**src/rtl/compute_sad_pkg.sv**
```systemverilog
// compute_sad_pkg: shared sizing helpers for the SAD disparity search
package compute_sad_pkg;
  function automatic int clog2(input longint x);
    int r = 0;
    longint v = 1;
    while (v < x) begin
      v = v * 2;
      r++;
    end
    return r;
  endfunction
  function automatic int sad_n(input int win, input int max_disp);
    return win - max_disp + 1;
  endfunction
  function automatic int sad_w(input int win, input int max_disp, input int data_size);
    return clog2(longint'(sad_n(win, max_disp)) * ((longint'(1) << data_size) - 1) + 1);
  endfunction
  function automatic int disp_w(input int max_disp);
    return max_disp > 1 ? clog2(longint'(max_disp)) : 1;
  endfunction
  localparam int DEF_N = sad_n(15, 3);
  localparam int DEF_SAD_W = sad_w(15, 3, 8);
  localparam int DEF_DISP_W = disp_w(3);
endpackage

```
**src/rtl/sad_argmin.sv**
```systemverilog
// sad_argmin: SAD for each candidate disparity of one column, lowest-d minimum wins
module sad_argmin
  import compute_sad_pkg::*;
#(
  parameter int WIN       = 15,
  parameter int DATA_SIZE = 8,
  parameter int MAX_DISP  = 3
) (
  input  logic [DATA_SIZE*WIN-1:0] cur_i,
  input  logic [DATA_SIZE*WIN-1:0] prev_i,
  output logic [DATA_SIZE-1:0]     best_o
);
  localparam int SW = sad_w(WIN, MAX_DISP, DATA_SIZE);
  localparam int DW = disp_w(MAX_DISP);
  logic [SW-1:0] acc, best_sad;
  logic [DATA_SIZE-1:0] a, b;
  logic [DW-1:0] best;
  always_comb begin
    acc = '0;
    best_sad = '0;
    best = '0;
    a = '0;
    b = '0;
    for (int d = 0; d < MAX_DISP; d++) begin
      acc = '0;
      for (int i = MAX_DISP - 1; i < WIN; i++) begin
        a = cur_i[i*DATA_SIZE +: DATA_SIZE];
        b = prev_i[(i-d)*DATA_SIZE +: DATA_SIZE];
        acc = acc + SW'(a > b ? a - b : b - a);
      end
      if (d == 0 || acc < best_sad) begin
        best_sad = acc;
        best = DW'(d);
      end
    end
  end
  assign best_o = DATA_SIZE'(best);
endmodule

```
**src/rtl/compute_sad.sv**
```systemverilog
// compute_sad: registers left/right rows and outputs the best disparity per column
module compute_sad
  import compute_sad_pkg::*;
#(
  parameter int WIN       = 15,
  parameter int DATA_SIZE = 8,
  parameter int IMG_W     = 1,
  parameter int MAX_DISP  = 3
) (
  input  logic                           clk,
  input  logic                           rst,
  input  logic [DATA_SIZE*IMG_W*WIN-1:0] input_array,
  output logic [DATA_SIZE*IMG_W-1:0]     output_row
);
  localparam int RW = DATA_SIZE * WIN;
  logic [DATA_SIZE*IMG_W*WIN-1:0] cur_q, prev_q;
  logic [DATA_SIZE*IMG_W-1:0] out_d, out_q;
  always_ff @(posedge clk) begin
    if (rst) begin
      cur_q <= '0;
      prev_q <= '0;
      out_q <= '0;
    end else begin
      cur_q <= input_array;
      prev_q <= cur_q;
      out_q <= out_d;
    end
  end
  for (genvar c = 0; c < IMG_W; c++) begin : g_col
    sad_argmin #(.WIN(WIN), .DATA_SIZE(DATA_SIZE), .MAX_DISP(MAX_DISP)) u_argmin (
      .cur_i (cur_q[c*RW +: RW]),
      .prev_i(prev_q[c*RW +: RW]),
      .best_o(out_d[c*DATA_SIZE +: DATA_SIZE])
    );
  end
  assign output_row = out_q;
endmodule

```
**config.mk**
```make
export PLATFORM = sky130hd
export DESIGN_NAME = compute_sad
export DESIGN_NICKNAME = d
export VERILOG_FILES = /design/src/rtl/compute_sad_pkg.sv /design/src/rtl/sad_argmin.sv /design/src/rtl/compute_sad.sv
export SDC_FILE = /design/constraint.sdc
export NUM_CORES = 2
export LEC_CHECK = 0
export BUFFER_PORTS_ARGS = -buffer_cell sky130_fd_sc_hd__buf_2
export CORE_ASPECT_RATIO = 1.25
export CORE_MARGIN = 1
export CORE_UTILIZATION = 65
export CTS_BUF_LIST = sky130_fd_sc_hd__clkbuf_16
export DETAILED_ROUTE_END_ITERATION = 7
export PLACE_DENSITY = 0.83
export REMOVE_ABC_BUFFERS = 1
export SLEW_MARGIN = 20
export SYNTH_ARGS = -nofsm -noshare
export SYNTH_HDL_FRONTEND = slang
export SYNTH_SLANG_ARGS = --single-unit
```
**constraint.sdc**
```tcl
create_clock -name clk -period 12.02 [get_ports clk]
set_input_delay 0.601 -clock clk [delete_from_list [all_inputs] [get_ports clk]]
set_output_delay 0.601 -clock clk [all_outputs]
set_load 0.05 [all_outputs]
```
# == Word-level counts from Yosys, hierarchy flattened ==
# Index checks and enable logic that the tools add are counted.
# totals
latch_bits,0
rom_bits,0
ff_bits,248
ramBits,0
elab_cells,203
memories,0
# op_classes
bitwise,0
n_shift,0
magnitude_cmp,41
addsub,114
mul,0
reduce_logical,1
div,0
muxes,42
n_eq_ne,0
# op_table
cell,count
8-bit by 8-bit subtractor with 9-bit output,78
12-bit two-way mux,40
12-bit adder,36
8-bit greater-than comparator,39
12-bit less-than comparator,2
2-bit two-way mux,1
2-bit OR reduction,1
1-bit two-way mux,1

# == Longest topological paths before layout ==
# depth
word_depth,18
mapped_depth,47
ltp_nobuf,45

# == By module ==
# A second synthesis with hierarchy kept.
# unflattened
cells_unflattened,4851
area_unflattened_um2,42603.4
# modules_own_cells
module,area_each_um2,cells_per_inst,instances
sad_argmin,35957.0,4328,1
compute_sad,6646.4,523,1

# == Worst setup path before layout ==
# OpenSTA, ideal clock, no wires.
# synth_path
path_type,register to register
from,register cur_q[49]
to,"register out_q[0], in the netlist output_row[0]"
slack_ps,1821
setup_ps,139
path_buffers,2
t_required_ps,11881
arrival_time_ps,10060
path_stages_with_launch,44
path_cell_list,dfxtp_1 -> inv_1 -> ha_1 -> nor2b_1 -> o2111ai_1 -> o21ai_0 -> o311a_1 -> clkbuf_1 -> mux2_2 -> o21a_1 -> or2_2 -> fa_1 -> fa_1 -> inv_1 -> fa_1 -> fa_1 -> inv_1 -> fa_1 -> (+8 left out) -> a21oi_1 -> xor2_1 -> inv_1 -> ha_1 -> nand4_1 -> o21ai_1 -> clkbuf_1 -> mux2i_1 -> ha_1 -> a21o_1 -> a21o_1 -> a21oi_1 -> o21ai_0 -> nand3_1 -> nand2_1 -> nor3b_1 -> a21oi_1 -> nor3b_1
# synth_between
elab_chain_cells,15
elab_cells_between_ends,44
# synth_rtl
element,line_no,rtl
from (decl),compute_sad.sv:16,"logic [DATA_SIZE*IMG_W*WIN-1:0] cur_q, prev_q;"
from (signal assigned),compute_sad.sv:24,cur_q <= input_array;
8-bit by 8-bit subtractor with 9-bit output / 8-bit greater-than comparator (equally long branches),sad_argmin.sv:29,acc = acc + SW'(a > b ? a - b : b - a);
12-bit two-way mux,sad_argmin.sv:29,
12-bit adder (9 in series),sad_argmin.sv:29,
12-bit less-than comparator,sad_argmin.sv:31,if (d == 0 || acc < best_sad) begin
12-bit two-way mux,sad_argmin.sv:31,
12-bit less-than comparator,sad_argmin.sv:31,
2-bit OR reduction (no source line),--,
to (signal assigned),compute_sad.sv:26,out_q <= out_d;
to (decl),compute_sad.sv:17,"logic [DATA_SIZE*IMG_W-1:0] out_d, out_q;"
# Parallel ways exist; a longest one is shown, timed or not.
# A chain may end at the register's enable or synchronous reset.

# == Worst setup path in the final report ==
# layout_path
from,register cur_q[113]
to,"register out_q[0], in the netlist output_row[0]"
# layout_between
elab_chain_cells,7
elab_cells_between_ends,20
# layout_rtl
element,line_no
8-bit by 8-bit subtractor with 9-bit output / 8-bit greater-than comparator (equally long branches),sad_argmin.sv:29
12-bit two-way mux,sad_argmin.sv:29
12-bit adder,sad_argmin.sv:29
12-bit less-than comparator,sad_argmin.sv:31
12-bit two-way mux,sad_argmin.sv:31
12-bit less-than comparator,sad_argmin.sv:31
2-bit OR reduction (no source line),--
# Parallel ways exist; a longest one is shown, timed or not.

==> insert_results.sql <==
INSERT INTO impl_metrics (metric_group, metric, value, unit) VALUES
('sta', 'grt_setup_unrepaired', 'no', ''),
('worst_hold_path', 'path_class_of_the_lowest_slack_min_delay_path', 'input port to flip-flop', ''),
('synth', 'synth.avg_cell_area', '8.80', 'µm²'),
('drt', 'drt_iter0_markers', '3105', ''),
('placement', 'finalWeightedCongestion', '1.05', ''),
('floorplanning', 'floorplan.die_area', '63700', 'µm²'),
('worst_setup_path', 'critical_path_peak_fanout', '18', ''),
('placement', 'dp_hpwl', '109', 'mm'),
('sta', 'skew', '0.0154', 'ns'),
('grt', 'grt_antenna_before_repair', '2', ''),
('synth', 'postSynthCellCount', '4633', ''),
('worst_setup_path', 'timing.critical_path.from_type', 'flip-flop', ''),
('sta', 'finalSetupViolations', '0', ''),
('floorplanning', 'dieWidth', '226', 'µm'),
('sta', 'finalMaxSlewViolations', '0', ''),
('sta', 'layout_min_cycle_time', '11.16', 'ns'),
('clock_tree', 'clk-insertion-delay-late', '0.63', 'ns'),
('sta', 'slew_worst_pin', '1.12', 'ns'),
('clock_tree', 'cts-root-buf', 'clkbuf_16', ''),
('grt', 'grt_usage', '40.8', '%'),
('sta', 'max_slew_margin', '25.3', '%'),
('synth', 'most_frequent_cells_after_synthesis', 'inv_1, ha_1, fa_1', ''),
('grt', 'via_count_of_the_first_global_routing_pass', '33500', ''),
('job', 'maxCapViolations', '0', ''),
('placement', 'io_buffers', '123', ''),
('floorplanning', 'initial_cell_density_of_the_core', '65.7', '%'),
('drt', 'routed_wl', '130', 'mm'),
('cells_and_area', 'flow.area_growth_from_synthesis', '6.25', '%'),
('drt', 'drtPass1Iterations', '6', ''),
('sta', 'clock.fmax', '89.6', 'MHz'),
('floorplanning', 'core-area', '62000', 'µm²'),
('cells_and_area', 'nFillCells', '5115', ''),
('synth', 'cell_type_with_the_largest_total_area_after_synthesis', 'ha_1', ''),
('synth', 'synth-main-ff-cell', 'dfxtp_1', ''),
('clock_tree', 'cts_buffers', '31', ''),
('worst_setup_path', 'critPathKind', 'flip-flop to flip-flop', ''),
('sta', 'finalCritPeriodShare', '92.8', '%'),
('synth', 'postSynth.asyncResetShare', '0', '%'),
('clock_tree', 'cts-resized-gates', '0', ''),
('sta', 'fin_tns_setup', '0', 'ns'),
('synth', 'register_bit_total_from_synthesis', '242', ''),
('clock_tree', 'post_cts.repair.setup_buffers', '0', ''),
('drt', 'via_count', '34300', ''),
('floorplanning', 'number_of_placement_rows', '102', ''),
('cells_and_area', 'drive_above_1_share', '7.76', '%'),
('clock_tree', 'cts-hold-fix-buffers', '0', ''),
('status', 'outcome', 'completed', ''),
('worst_setup_path', 'critical_path_required', '12.50', 'ns'),
('worst_setup_path', 'worst-endpoint-arrival', '11.64', 'ns'),
('floorplanning', 'io_pins', '130', ''),
('grt', 'maximum_number_of_pins_on_one_net_before_global_route_repair', '93', ''),
('worst_setup_path', 'crit_path_top_delay_cell', 'a21oi_2', ''),
('worst_setup_path', 'slowest_delay', '0.73', 'ns'),
('synth', 'synth_cell_types', '72', ''),
('synth', 'top_count_cell_post_synth', 'inv_1', ''),
('grt', 'grt_first_pass_wirelength', '195', 'mm'),
('sta', 'timing_hold_violations_final', '0', ''),
('drt', 'vias_per_cell', '6.13', ''),
('clock_tree', 'cts_tree', 'yes', ''),
('floorplanning', 'die_h', '282', 'µm'),
('grt', 'overflow', '0', ''),
('clock_tree', 'cts.path.max_buffers', '3', ''),
('clock_tree', 'cts.clk_slew.worst_paths', '0.07', 'ns'),
('clock_tree', 'numClockSinks', '242', ''),
('synth', 'post_synth_instance_area', '40800', 'µm²'),
('synth', 'ys_top_cells_by_area', 'ha_1, fa_1, dfxtp_1', ''),
('drt', 'drtAntennaViolNets', '0', ''),
('synth', 'synth-warning-count', '0', ''),
('synth', 'ys_seq_area_share', '11.9', '%'),
('clock_tree', 'htreeDepth', '1', ''),
('drt', 'drcViolationCount', '0', ''),
('synth', 'synth.top_cell.area_share', '21.2', '%'),
('synth', 'synth_enable_flop_cells', '0', ''),
('cells_and_area', 'design.final.nets', '5926', ''),
('worst_setup_path', 'cp-end-kind', 'flip-flop', ''),
('drt', 'avgRoutedWirePerCell', '23.3', 'µm');
==> per-stage QoR <==
stage	std cells	hold slack [ns]	cell area [µm²]	setup WS, ns	utilization [%]
final	5588	0.181	43300	0.861	69.9
after global routing	5586	0.172	43300	0.182	69.8
after CTS	5586	0.144	43300	1.05	69.8
after detailed placement	5528	0.424	42300	1.07	68.2
after global placement	5528	0.420	42300	1.25	68.2
after floorplan	4542	0.414	40400	1.55	-
==> cells by family (layout without fill, tap and decap cells) <==
family / Yosys count / in the layout / share of synthesized area, %
adders and majority gates: 1075 / 1075 / 40.1
and+or+nand+nor: 945 / 945 / 11.5
AOI/OAI and AO/OA: 938 / 938 / 14.7
buffers and inverters: 850 / 966 / 7.96
muxes: 322 / 322 / 8.33
xor gates and xnor gates: 260 / 260 / 5.58
DFF: 242 / 242 / 11.9
other: 1 / 8 / 0.00920
==> sequential cells by signal, indices dropped and copies added, names as in the netlist <==
name and count:
prev_q 120, output_row 2, cur_q 120
==> cells in the final DEF (no fill, tap or decap), types with 32 or more instances in the layout <==
cell / n
xor2_1: 81
nor2b_1: 185
fa_1: 384
ha_1: 691
nand2b_1: 40
and3_1: 32
nand4_1: 43
nor2_1: 287
inv_1: 756
o21bai_1: 41
nand2_1: 171
nor3_1: 76
a21oi_1: 295
o21a_1: 51
mux2i_1: 188
o21ai_0: 196
xnor2_1: 179
mux2_2: 132
dfxtp_1: 242
buf_2: 122
nand3_1: 38
a211oi_1: 34
a21o_1: 125
==> path summary, 6_finish.rpt <==
kind	start	to	slack (ns)	depth (start not counted)
worst max register to register	cur_q[113]	output_row[0]	0.86	40
worst max-delay path	cur_q[113]	output_row[0]	0.86	40
worst min register to register	cur_q[12]	prev_q[12]	0.43	1
worst min-delay path	input_array[29]	cur_q[29]	0.18	2
==> per-layer routing <==
metal | share of wire [%] | up-vias | GRT usage (%)
met1 | 38 | 16400 | 49.1
met3 | 7.4 | 516 | 5.00
met2 | 45 | 1771 | 65.6
li1 | - | 15600 | -
met5 | 0 | - | 0
met4 | 9.5 | 0 | 33.3
==> worst max-delay path: cells and delay by family (launching register included) <==
kind            cells  cell delay [ns]
mux                 2             0.65
simple gates       10             1.53
flops               1             0.56
compound gates     13             3.41
fa+ha+maj           9             3.91
xor+xnor            1             0.20
buf+inv             5             0.73
==> final cells by class <==
cell class              count  area, µm²  area share, %
clock inverters            27        208          0.479
multi-input cells        3546      32800           75.6
repair buffers            154        857           1.98
clock buffers              31        776           1.79
well taps                 832       1040           2.40
diodes                      2       5.00         0.0116
flip-flops and latches    242       4840           11.2
inverters                 754       2830           6.53
Power is not shown: default switching activity piles up to over one toggle a cycle in this logic, so the estimate is an artifact.
